File: src/rtl/led_pkg.sv
// led_pkg: shared pattern-mode encodings, pattern periods and a clog2 helper
// for the LED sequencer.
package led_pkg;

    localparam logic [1:0] MODE_BOUNCE = 2'd0;
    localparam logic [1:0] MODE_ROTATE = 2'd1;
    localparam logic [1:0] MODE_BINARY = 2'd2;
    localparam logic [1:0] MODE_BAR    = 2'd3;

    function automatic int clog2(input int v);
        int r;
        r = 0;
        while ((1 << r) < v) r++;
        return r;
    endfunction

    // Number of steps in one full cycle of pattern m on n LEDs.
    function automatic int period(input logic [1:0] m, input int n);
        return (m == MODE_BOUNCE) ? 2 * n - 2 :
               (m == MODE_ROTATE) ? n :
               (m == MODE_BINARY) ? (1 << n) : n + 1;
    endfunction

endpackage

File: src/rtl/led_rate_timer.sv
// led_rate_timer: free-running prescaler producing a step tick every
// 2^(DIVW-speed) cycles.
// Ports:
//   CLK   - system clock
//   RST   - synchronous reset, active-high; clears the prescaler
//   speed - current speed level, 0 = slowest
//   tick  - high for one cycle when the low (DIVW-speed) prescaler bits are all ones
module led_rate_timer
    import led_pkg::*;
#(
    parameter int DIVW   = 25,
    parameter int NSPEED = 4,
    localparam int SPW   = (NSPEED > 1) ? clog2(NSPEED) : 1
) (
    input  logic           CLK,
    input  logic           RST,
    input  logic [SPW-1:0] speed,
    output logic           tick
);

    logic [DIVW-1:0] presc_q, presc_d;

    always_comb begin
        presc_d = presc_q + 1'b1;
        tick = 1'b1;
        // Bits above the compare window are ignored, so higher speeds tick sooner.
        for (int i = 0; i < DIVW; i++)
            if (i < DIVW - int'(speed) && !presc_q[i]) tick = 1'b0;
    end

    always_ff @(posedge CLK) presc_q <= RST ? '0 : presc_d;

endmodule

File: src/rtl/led_pattern_gen.sv
// led_pattern_gen: LED sequencer with four selectable patterns and
// power-of-two step rates, controlled by single-cycle command pulses.
// Ports:
//   CLK    - system clock
//   RST    - synchronous reset, active-high
//   UP     - pulse: speed level +1 (saturating)
//   DOWN   - pulse: speed level -1 (saturating)
//   MODE   - pulse: advance to next pattern mode, restart at step 0
//   PAUSE  - pulse: toggle paused state
//   LED    - registered LED drive, active-high
//   SPEED  - current speed level
//   MODE_O - current pattern mode
//   PAUSED - high while paused
module led_pattern_gen
    import led_pkg::*;
#(
    parameter int NLED   = 4,
    parameter int DIVW   = 25,
    parameter int NSPEED = 4,
    localparam int SPW   = (NSPEED > 1) ? clog2(NSPEED) : 1
) (
    input  logic            CLK,
    input  logic            RST,
    input  logic            UP,
    input  logic            DOWN,
    input  logic            MODE,
    input  logic            PAUSE,
    output logic [NLED-1:0] LED,
    output logic [SPW-1:0]  SPEED,
    output logic [1:0]      MODE_O,
    output logic            PAUSED
);

    logic [SPW-1:0]  speed_q, speed_d;
    logic [1:0]      mode_q, mode_d;
    logic            paused_q, paused_d;
    logic [NLED-1:0] step_q, step_d;
    logic [NLED-1:0] led_q, led_d;
    logic            tick;
    int              k;

    led_rate_timer #(.DIVW(DIVW), .NSPEED(NSPEED)) u_timer (
        .CLK  (CLK),
        .RST  (RST),
        .speed(speed_q),
        .tick (tick)
    );

    always_comb begin
        speed_d = speed_q;
        if (UP && !DOWN && int'(speed_q) < NSPEED - 1) speed_d = speed_q + 1'b1;
        else if (DOWN && !UP && speed_q != '0) speed_d = speed_q - 1'b1;
        paused_d = paused_q ^ PAUSE;
        mode_d = MODE ? mode_q + 2'd1 : mode_q;
        // Using the next paused state suppresses a tick as pause is entered
        // and accepts it as pause is released.
        step_d = step_q;
        if (MODE) step_d = '0;
        else if (tick && !paused_d)
            step_d = (int'(step_q) == period(mode_q, NLED) - 1) ? '0 : step_q + 1'b1;
        k = int'(step_q);
        for (int i = 0; i < NLED; i++)
            led_d[i] = (mode_q == MODE_BOUNCE) ? (k == i || (k >= NLED && k < 2 * NLED - 2 && k == 2 * NLED - 2 - i)) :
                       (mode_q == MODE_ROTATE) ? (k == i) :
                       (mode_q == MODE_BINARY) ? step_q[i] :
                                                 (i < k && k <= NLED);
    end

    always_ff @(posedge CLK) begin
        if (RST) begin
            speed_q  <= '0;
            mode_q   <= MODE_BOUNCE;
            paused_q <= 1'b0;
            step_q   <= '0;
            led_q    <= NLED'(1);
        end else begin
            speed_q  <= speed_d;
            mode_q   <= mode_d;
            paused_q <= paused_d;
            step_q   <= step_d;
            led_q    <= led_d;
        end
    end

    assign LED    = led_q;
    assign SPEED  = speed_q;
    assign MODE_O = mode_q;
    assign PAUSED = paused_q;

endmodule

File: config.mk
export PLATFORM = sky130hd
export DESIGN_NAME = led_pattern_gen
export DESIGN_NICKNAME = d
export VERILOG_FILES = /design/src/rtl/led_pkg.sv /design/src/rtl/led_rate_timer.sv /design/src/rtl/led_pattern_gen.sv
export SDC_FILE = /design/constraint.sdc
export NUM_CORES = 1
export LEC_CHECK = 0
export CORE_ASPECT_RATIO = 0.8
export CORE_MARGIN = 4
export CORE_UTILIZATION = 58
export DETAILED_ROUTE_END_ITERATION = 16
export GPL_ROUTABILITY_DRIVEN = 0
export PLACE_DENSITY_LB_ADDON = 0.2
export SKIP_LAST_GASP = 1
export SYNTH_ARGS = -nofsm -noshare
export SYNTH_HDL_FRONTEND = slang
export SYNTH_HIERARCHICAL = 1
export SYNTH_SLANG_ARGS = --single-unit
File: constraint.sdc
create_clock -name CLK -period 2.6 [get_ports CLK]
set_clock_uncertainty 0.05 [all_clocks]
set_input_delay 0.78 -clock CLK [delete_from_list [all_inputs] [get_ports CLK]]
set_output_delay 0.78 -clock CLK [all_outputs]
set_load 0.02 [all_outputs]
# Word level (Yosys, flattened, before mapping)
# Index checks and enable logic that the tools add are counted.
# W data, S select, Z words.
dict set report totals {
  output_inout_bits 9
  reg_bits 38
  elab_cells 175
}
dict set report op_classes {
  mux 43
  n_reduce_logical 76
  add_sub_neg 7
  n_bitwise 1
  n_lt_le_gt_ge 33
  eq_ne 9
}
# operator count
set op_table {}
lappend op_table {{$lt A6 B32 Y1 const A} 9}
lappend op_table {{$lt A5 B32 Y1 const A} 8}
lappend op_table {{$lt A4 B32 Y1 const A} 4}
lappend op_table {{$lt A3 B32 Y1 const A} 2}
lappend op_table {{$logic_and A1 B1 Y1} 39}
lappend op_table {{$mux W1} 37}
lappend op_table {{$lt A1 B32 Y1 const A} 1}
lappend op_table {{$lt A2 B32 Y1 const A} 1}
lappend op_table {{$logic_not A1 Y1} 28}
lappend op_table {{$add A25 B1 Y25 const B} 1}
lappend op_table {{$mux W5} 3}
lappend op_table {{$eq A4 B4 Y1 const B} 3}
lappend op_table {{$eq A4 B3 Y1 const B} 2}
lappend op_table {{$lt A1 B4 Y1 const A} 2}
lappend op_table {{$lt A2 B4 Y1 const A} 2}
lappend op_table {{$eq A5 B6 Y1} 1}
lappend op_table {{$sub A5 B1 Y6 const B} 1}
lappend op_table {{$sub A5 B2 Y6 const A} 1}
lappend op_table {{$add A2 B1 Y2 const B} 2}
lappend op_table {{$add A4 B1 Y4 const B} 1}
lappend op_table {{$eq A4 B2 Y1 const B} 1}
lappend op_table {{$ge A4 B3 Y1 const B} 1}
lappend op_table {{$le A4 B3 Y1 const B} 1}
lappend op_table {{$logic_not A4 Y1} 1}
lappend op_table {{other kinds (12)} 17}

# Longest topological paths before layout
# Gate-level depths: netlist (run 1).
dict set report logic_depth {
  ltp_word 29
  ltp_mapped 7
  ltp_nobuf 7
}

# By module
# Netlist (run 1), hierarchy kept.
# mod area_each_um2 instances seq_area_each_um2 cells_per_inst
set modules_own_cells {}
lappend modules_own_cells {led_rate_timer 1214.9 1 500.5 134}
lappend modules_own_cells {led_pattern_gen 892.1 1 260.2 103}

# Worst setup path after synthesis (run 1)
# OpenSTA, ideal clock, no wires.
dict set report synth_path {
  path_type {register to register}
  startpoint {register u_timer.presc_q[16]}
  endpoint {register step_q[2]}
  slack_ns 0.567
  arrival_ns 1.909
  setup_time_ns 0.074
  path_stages_with_launch 8
  n_path_buf 1
  path_cell_list {dfxtp_1 and4_1 buf_2 nand3_1 nor4_1 nand2_1 or4b_1 a31oi_1}
}
dict set report synth_between {
  elab_chain_cells 12
}
# item line
set synth_rtl {}
lappend synth_rtl {{from (decl)} led_rate_timer.sv:21} ;# logic [DIVW-1:0] presc_q, presc_d;
lappend synth_rtl {{from (signal assigned)} led_rate_timer.sv:31} ;# always_ff @(posedge CLK) presc_q <= RST ? '0 : presc_d;
lappend synth_rtl {{$logic_not A1 Y1} led_rate_timer.sv:28} ;# if (i < DIVW - int'(speed) && !presc_q[i]) tick = 1'b0;
lappend synth_rtl {{$logic_and A1 B1 Y1} led_rate_timer.sv:28}
lappend synth_rtl {{$mux W1 (9 in a row)} led_rate_timer.sv:28}
lappend synth_rtl {{via tick} led_pattern_gen.sv:39} ;# logic tick;
lappend synth_rtl {{$logic_and A1 B1 Y1} led_pattern_gen.sv:59} ;# else if (tick && !paused_d)
lappend synth_rtl {{to (signal assigned)} led_pattern_gen.sv:80} ;# step_q <= step_d;
lappend synth_rtl {{to (decl)} led_pattern_gen.sv:37} ;# logic [NLED-1:0] step_q, step_d;
# The timed path passes the listed nets, and every way through them passes these cells.
# A chain may end at the register's enable or synchronous reset.

# Worst setup path in the final report (run 1)
dict set report layout_path {
  startpoint {register u_timer.presc_q[0]}
  endpoint {register step_q[2]}
}
dict set report layout_between {
  elab_chain_cells 28
}
# item line
set layout_rtl {}
lappend layout_rtl {{$logic_not A1 Y1} led_rate_timer.sv:28}
lappend layout_rtl {{$logic_and A1 B1 Y1} led_rate_timer.sv:28}
lappend layout_rtl {{$mux W1 (25 in a row)} led_rate_timer.sv:28}
lappend layout_rtl {{via tick} led_pattern_gen.sv:39}
lappend layout_rtl {{$logic_and A1 B1 Y1} led_pattern_gen.sv:59}
# The timed path passes the listed nets, and every way through them passes these cells.

==> results.md, run 1 <==
* Syn Area/Cell at 8.89 um2
* RSZ-0062 raised after global routing: false
* DIE HEIGHT at 61.9 um
* Smallest setup slack after layout at 185 ps
* # rows at 19
* Achievable clock frequency at 0.414 GHz
* Clock latency at the later pin of the worst-skew pair at 300 ps
* Longest Clk Path Bufs at 2
* CTS tree: built
* Final setup viols at 0
* CTS H-tree lvls at 2
* Initial cell density of the core at 60.7%
* Slew HR at 63.6%
* Worst EP arrival at 2590 ps
* DP Area at 0.00228 mm2
* Post-DP HPWL at 2910 um
* Yosys warning total at 6
* Syn nets at 255
* Pins Over Slew Limit at 0
* DP Cell Count at 285
* Mapped Cells at 237
* Initial DRT Pass Iterations at 4
* Largest net degree at the start of global routing at 41
* Critical Path End Type: flip-flop
* Post-synth ARST share at 0%
* Final wirelength at 4180 um
* Final Non-Filler Cells at 293
* Layout cells sized above 1 at 8.37%
* Post-CTS Setup Inserts at 0
* Area Overhead vs Synth at 14.7%
* Run status: finished clean
* Starting DRT DRC Count at 177
* Die width at 75.4 um
* Dominant synthesized flop cell: dfxtp_1
* Pwr Density at 550 mW/mm2
* Max-Cap Viols at 0
* Total GRT Usage at 19.9%
* Core region area at 0.00347 mm2
* Yosys top cell area share at 36.1%
* Register area share after synthesis at 36.1%
* CTS Root Cell: clkbuf_8
* Via density per instance at 5.76
* Final nets at 268
* Pre-CTS setup slack at 147 ps
* CTS Buf Count at 5
* Crit path required time at 2770 ps
* Ports at 15
* Ant diodes at 0
* Final min period at 2420 ps
* Via count of the first global-routing pass at 1424
* Clock sink count at 38
* DRC viols at 0
* Fin Setup TNS at 0 ps
* Slew @ Worst Pin at 541 ps
* Hold slack at 422 ps
* Fin crit share at 92.9%
* CP Max Fanout at 7
* Fin. Hold Viols at 0
* Cell area after synthesis at 0.00211 mm2
* HP Class: reg2reg
* CP Launch Type: flip-flop
* Leading post-synthesis cells by cell area: dfxtp_1, ha_1, nor2_1
* Flops & latches, synth at 38
* Kind of critical path: reg2reg
* DIE AREA at 0.00467 mm2
* Buffers on Ports at 14
* Wire length per cell at 14.3 um
* Post-CTS Hold Buffers at 0
* Final instance area at 0.00242 mm2
* First-pass GRT wire length at 6930 um
* Largest area contributor in the netlist: dfxtp_1
* Post-synthesis cell type count at 57
* DR vias at 1688
* VDD IR-drop max at 463 uV
* Number of gates resized after cts at 0
* Leak at 0.000906 uW
* Post-synth EDFFs at 0
* Initial antenna violation count at 0
* Clock transition at path regs at 80 ps
* Remaining antenna violation count at 0
* Total gr overflow at 0
[state kept, by name (all words and copies together) (netlist names)]
name	count
MODE_O	2
u_timer/presc_q	25
step_q	4
SPEED	2
PAUSED	1
LED	4
[path summary, 6_finish.rpt]
kind                         to  slack, ps                from  depth (start not counted)
min reg2reg  u_timer/presc_q[0]        420  u_timer/presc_q[0]                          1
max                   step_q[2]        180  u_timer/presc_q[0]                          7
max reg2reg           step_q[2]        180  u_timer/presc_q[0]                          7
min          u_timer/presc_q[0]        420  u_timer/presc_q[0]                          1
[per-layer routing]
layer | part of all wire, % | vias up | global-route usage (%)
met1 | 52 | 758 | 31.2
met3 | 6.6 | 8 | 4.98
li1 | - | 881 | -
met2 | 40 | 41 | 25.7
met5 | 0 | - | 0
met4 | 1.5 | 0 | 6.73
[synth_stat cells, types with 7 or more instances]
cell,instances
a21oi_1,14
and4_1,7
dfxtp_1,38
ha_1,12
inv_1,7
nand2_1,14
nand3_1,12
nor2_1,23
nor2b_1,9
o21ai_0,9
xnor2_1,7
xor2_1,8
[placed cells by master (no fill, tap or decap), drive strengths merged, types with 3 or more instances in the layout]
| master | synthesis | routed |
|---|---|---|
| dfxtp | 38 | 38 |
| ha | 12 | 12 |
| nand2 | 14 | 14 |
| and4 | 7 | 7 |
| nor4 | 5 | 5 |
| nor2 | 23 | 23 |
| clkdlybuf4s50 | 0 | 14 |
| nand2b | 4 | 4 |
| or3 | 6 | 6 |
| a21oi | 14 | 14 |
| nand4 | 7 | 7 |
| o21ai | 9 | 9 |
| clkbuf | 5 | 5 |
| nor2b | 9 | 9 |
| inv | 7 | 7 |
| xnor2 | 7 | 7 |
| xor2 | 10 | 10 |
| nand3b | 3 | 3 |
| and3 | 4 | 4 |
| nand3 | 12 | 12 |
[through the flow]
step,total power (uW),utilization (%)
after global placement,739,65.7
after detailed placement,740,65.7
final,1330,69.6
after CTS,1340,69.6
after global routing,1380,69.6
after floorplan,698,-
[cell type report]
class | count | area (um2)
clock buffers | 5 | 68.8
repair buffers | 16 | 168
fillers | 286 | 1050
multi-input cells | 182 | 1270
inverters | 7 | 26.3
well taps | 42 | 52.6
clock inverters | 3 | 68.8
flip-flops and latches | 38 | 761
[logic make-up after synthesis]
group                      count (synthesis)  synth area share [%]
and+or+nand+nor                          106                  30.3
DFF                                       38                  36.1
buffers and inverters                     17                  3.50
xor gates and xnor gates                  17                  7.78
AOI/OAI and AO/OA                         44                  13.6
adders and majority gates                 12                  7.13
muxes                                      3                  1.54
[power by group]
group	total (uW)	internal, uW	leakage (uW)	switching [uW]
Clock	602	384	0.0000683	218
Sequential	606	594	0.000308	12.4
Combinational	121	56.5	0.000530	64.7
Total	1330	1030	0.000906	295
[worst max-delay path, cell delays in order (launching register included)]
cell      delay [ps]
dfxtp_1          380
ha_1             280
ha_1             190
o211ai_1         100
nor4_1           430
nand2_1          230
or4b_1           500
a31oi_1          180
(Power assumes the default switching activity.)
==> run 2, diff against run 1 <==
--- a/config.mk
+++ b/config.mk
@@ -6,12 +6,11 @@
 export NUM_CORES = 1
 export LEC_CHECK = 0
 export CORE_ASPECT_RATIO = 0.8
-export CORE_MARGIN = 4
 export CORE_UTILIZATION = 58
+export CTS_CLUSTER_SIZE = 12
 export DETAILED_ROUTE_END_ITERATION = 16
 export GPL_ROUTABILITY_DRIVEN = 0
 export PLACE_DENSITY_LB_ADDON = 0.2
-export SKIP_LAST_GASP = 1
 export SYNTH_ARGS = -nofsm -noshare
 export SYNTH_HDL_FRONTEND = slang
 export SYNTH_HIERARCHICAL = 1
==> results.md, run 2 (synthesized netlist as in run 1, its figures left out) <==
* Run status: finished clean (unchanged)
* Die width at 69.4 um (was 75.4 um)
* CP Launch Type: flip-flop (unchanged)
* CTS tree: built (unchanged)
* Largest Register: u_timer/presc_q (unchanged)
* Reg2reg start: u_timer/presc_q[0] (unchanged)
* Via count of the first global-routing pass at 1520 (was 1424)
* Total GRT Usage at 22.1% (was 19.9%)
* HP Class: reg2reg (unchanged)
* Ports at 15 (unchanged)
* Pre-CTS setup slack at 187 ps (was 147 ps)
* Fin crit share at 88.9% (was 92.9%)
* CP most frequent cell: ha_1 (unchanged)
* Wire length per cell at 13.7 um (was 14.3 um)
* Slowest stage delay, CP at 510 ps (was 500 ps)
* Fin Setup TNS at 0 ps (unchanged)
* DIE AREA at 0.00388 mm2 (was 0.00467 mm2)
* DRC viols at 0 (unchanged)
* Via density per instance at 5.93 (was 5.76)
* Slew HR at 65.5% (was 63.6%)
* Longest Clk Path Bufs at 2 (unchanged)
* CTS Root Cell: clkbuf_8 (unchanged)
* Max reg flops at 25 (unchanged)
* Post-CTS Hold Buffers at 0 (unchanged)
* Max-Cap Viols at 0 (unchanged)
* VDD IR-drop max at 382 uV (was 463 uV)
* Initial cell density of the core at 61.1% (was 60.7%)
* Post-DP HPWL at 2910 um (unchanged)
* WP buf/inv at 0 (unchanged)
* Slew @ Worst Pin at 513 ps (was 541 ps)
* Achievable clock frequency at 0.433 GHz (was 0.414 GHz)
* Starting DRT DRC Count at 146 (was 177)
* Clock latency at the later pin of the worst-skew pair at 290 ps (was 300 ps)
* Clock sink count at 38 (unchanged)
* Core region area at 0.00345 mm2 (was 0.00347 mm2)
* Smallest setup slack after layout at 288 ps (was 185 ps)
* Buffers on Ports at 14 (unchanged)
* Final nets at 269 (was 268)
* Total gr overflow at 0 (unchanged)
* Pins Over Slew Limit at 0 (unchanged)
* Layout cells sized above 1 at 8.73% (was 8.37%)
* First-pass GRT wire length at 6910 um (was 6930 um)
* Initial antenna violation count at 0 (unchanged)
* Commonest non-fill, non-tap cell in the layout: dfxtp_1 (unchanged)
* Critical path startpoint: u_timer/presc_q[0] (unchanged)
* CTS Buf Count at 5 (unchanged)
* Final wirelength at 4040 um (was 4180 um)
* # rows at 19 (unchanged)
* Leak at 0.000890 uW (was 0.000906 uW)
* Fin. Hold Viols at 0 (unchanged)
* Number of gates resized after cts at 0 (unchanged)
* CTS H-tree lvls at 2 (unchanged)
* Kind of critical path: reg2reg (unchanged)
* Critical Path End Type: flip-flop (unchanged)
* Post-CTS Setup Inserts at 0 (unchanged)
* Final min period at 2310 ps (was 2420 ps)
* CP Max Fanout at 7 (unchanged)
* Crit path required time at 2770 ps (about the same)
* Remaining antenna violation count at 0 (unchanged)
* Area Overhead vs Synth at 13.1% (was 14.7%)
* Final Core Density at 69.1% (was 69.6%)
* Ant diodes at 0 (unchanged)
* Commonest non-fill, non-tap cells in the layout: dfxtp_1, nor2_1, nand2_1, a21oi_1, clkdlybuf4s50_1 (unchanged)
* Largest net degree at the start of global routing at 28 (was 41)
* Worst EP arrival at 2490 ps (was 2590 ps)
* Hold slack at 412 ps (was 422 ps)
* Final setup viols at 0 (unchanged)
* DR vias at 1743 (was 1688)
* Initial DRT Pass Iterations at 4 (unchanged)
* Clock transition at path regs at 80 ps (about the same)
* CP top delay family: simple AND/OR/NAND/NOR gates (unchanged)
* DIE HEIGHT at 55.9 um (was 61.9 um)
* Hold path startpoint: u_timer/presc_q[0] (unchanged)
* Slowest CP cell: or4b_1 (unchanged)
* Pwr Density at 480 mW/mm2 (was 550 mW/mm2)
* RSZ-0062 raised after global routing: false (unchanged)
* Crit-path cells: ha_1 -> ha_1 -> o211ai_1 -> nor4_1 -> nand2_1 -> or4b_1 -> a31oi_1 (unchanged)
## run 2: cell types whose count changed in the layout (fill, tap and decap cells not counted)
cell	previous run	this run
buf_4	1	2
bufinv_16	2	0
clkbuf_8	5	6
clkinv_2	0	1
clkinv_4	1	0
clkinvlp_4	0	1
## run 2: power by group
group,internal (uW),switching (uW)
Clock,213,203
Combinational,57.2,63.5
Sequential,594,12.9
Total,864,279
## run 2: cell type report
type	instances	area [um2]
Multi-Input combinational cell	182	1270
Clock inverter	2	12.5
Inverter	7	26.3
Fill cell	290	1060
Timing Repair Buffer	17	175
Clock buffer	6	82.6
Tap cell	42	52.6
Sequential cell	38	761
## run 2: metrics by stage
stage	std cells	total power, uW	instance area [um2]
after floorplan	237	698	2110
after CTS	294	1150	2380
final	294	1140	2380
after global placement	286	739	2290
after detailed placement	286	741	2290
after global routing	294	1190	2380
## run 2: final timing paths
kind | to | slack, ps | cells after the start
worst max-delay path | step_q[2] | 290 | 7
worst min-delay path | u_timer/presc_q[0] | 410 | 1
worst max register to register | step_q[2] | 290 | 7
worst min register to register | u_timer/presc_q[0] | 410 | 1
## run 2: per-layer routing
metal / part of all wire, % / vias to the layer above / routed length, um / global-route usage, %
met5: 0 / - / 0 / 0
met4: 0.99 / 0 / 40 / 7.87
met3: 5.0 / 4 / 200 / 4.53
met2: 40 / 40 / 1620 / 30.9
met1: 54 / 815 / 2170 / 33.5
li1: - / 884 / - / -
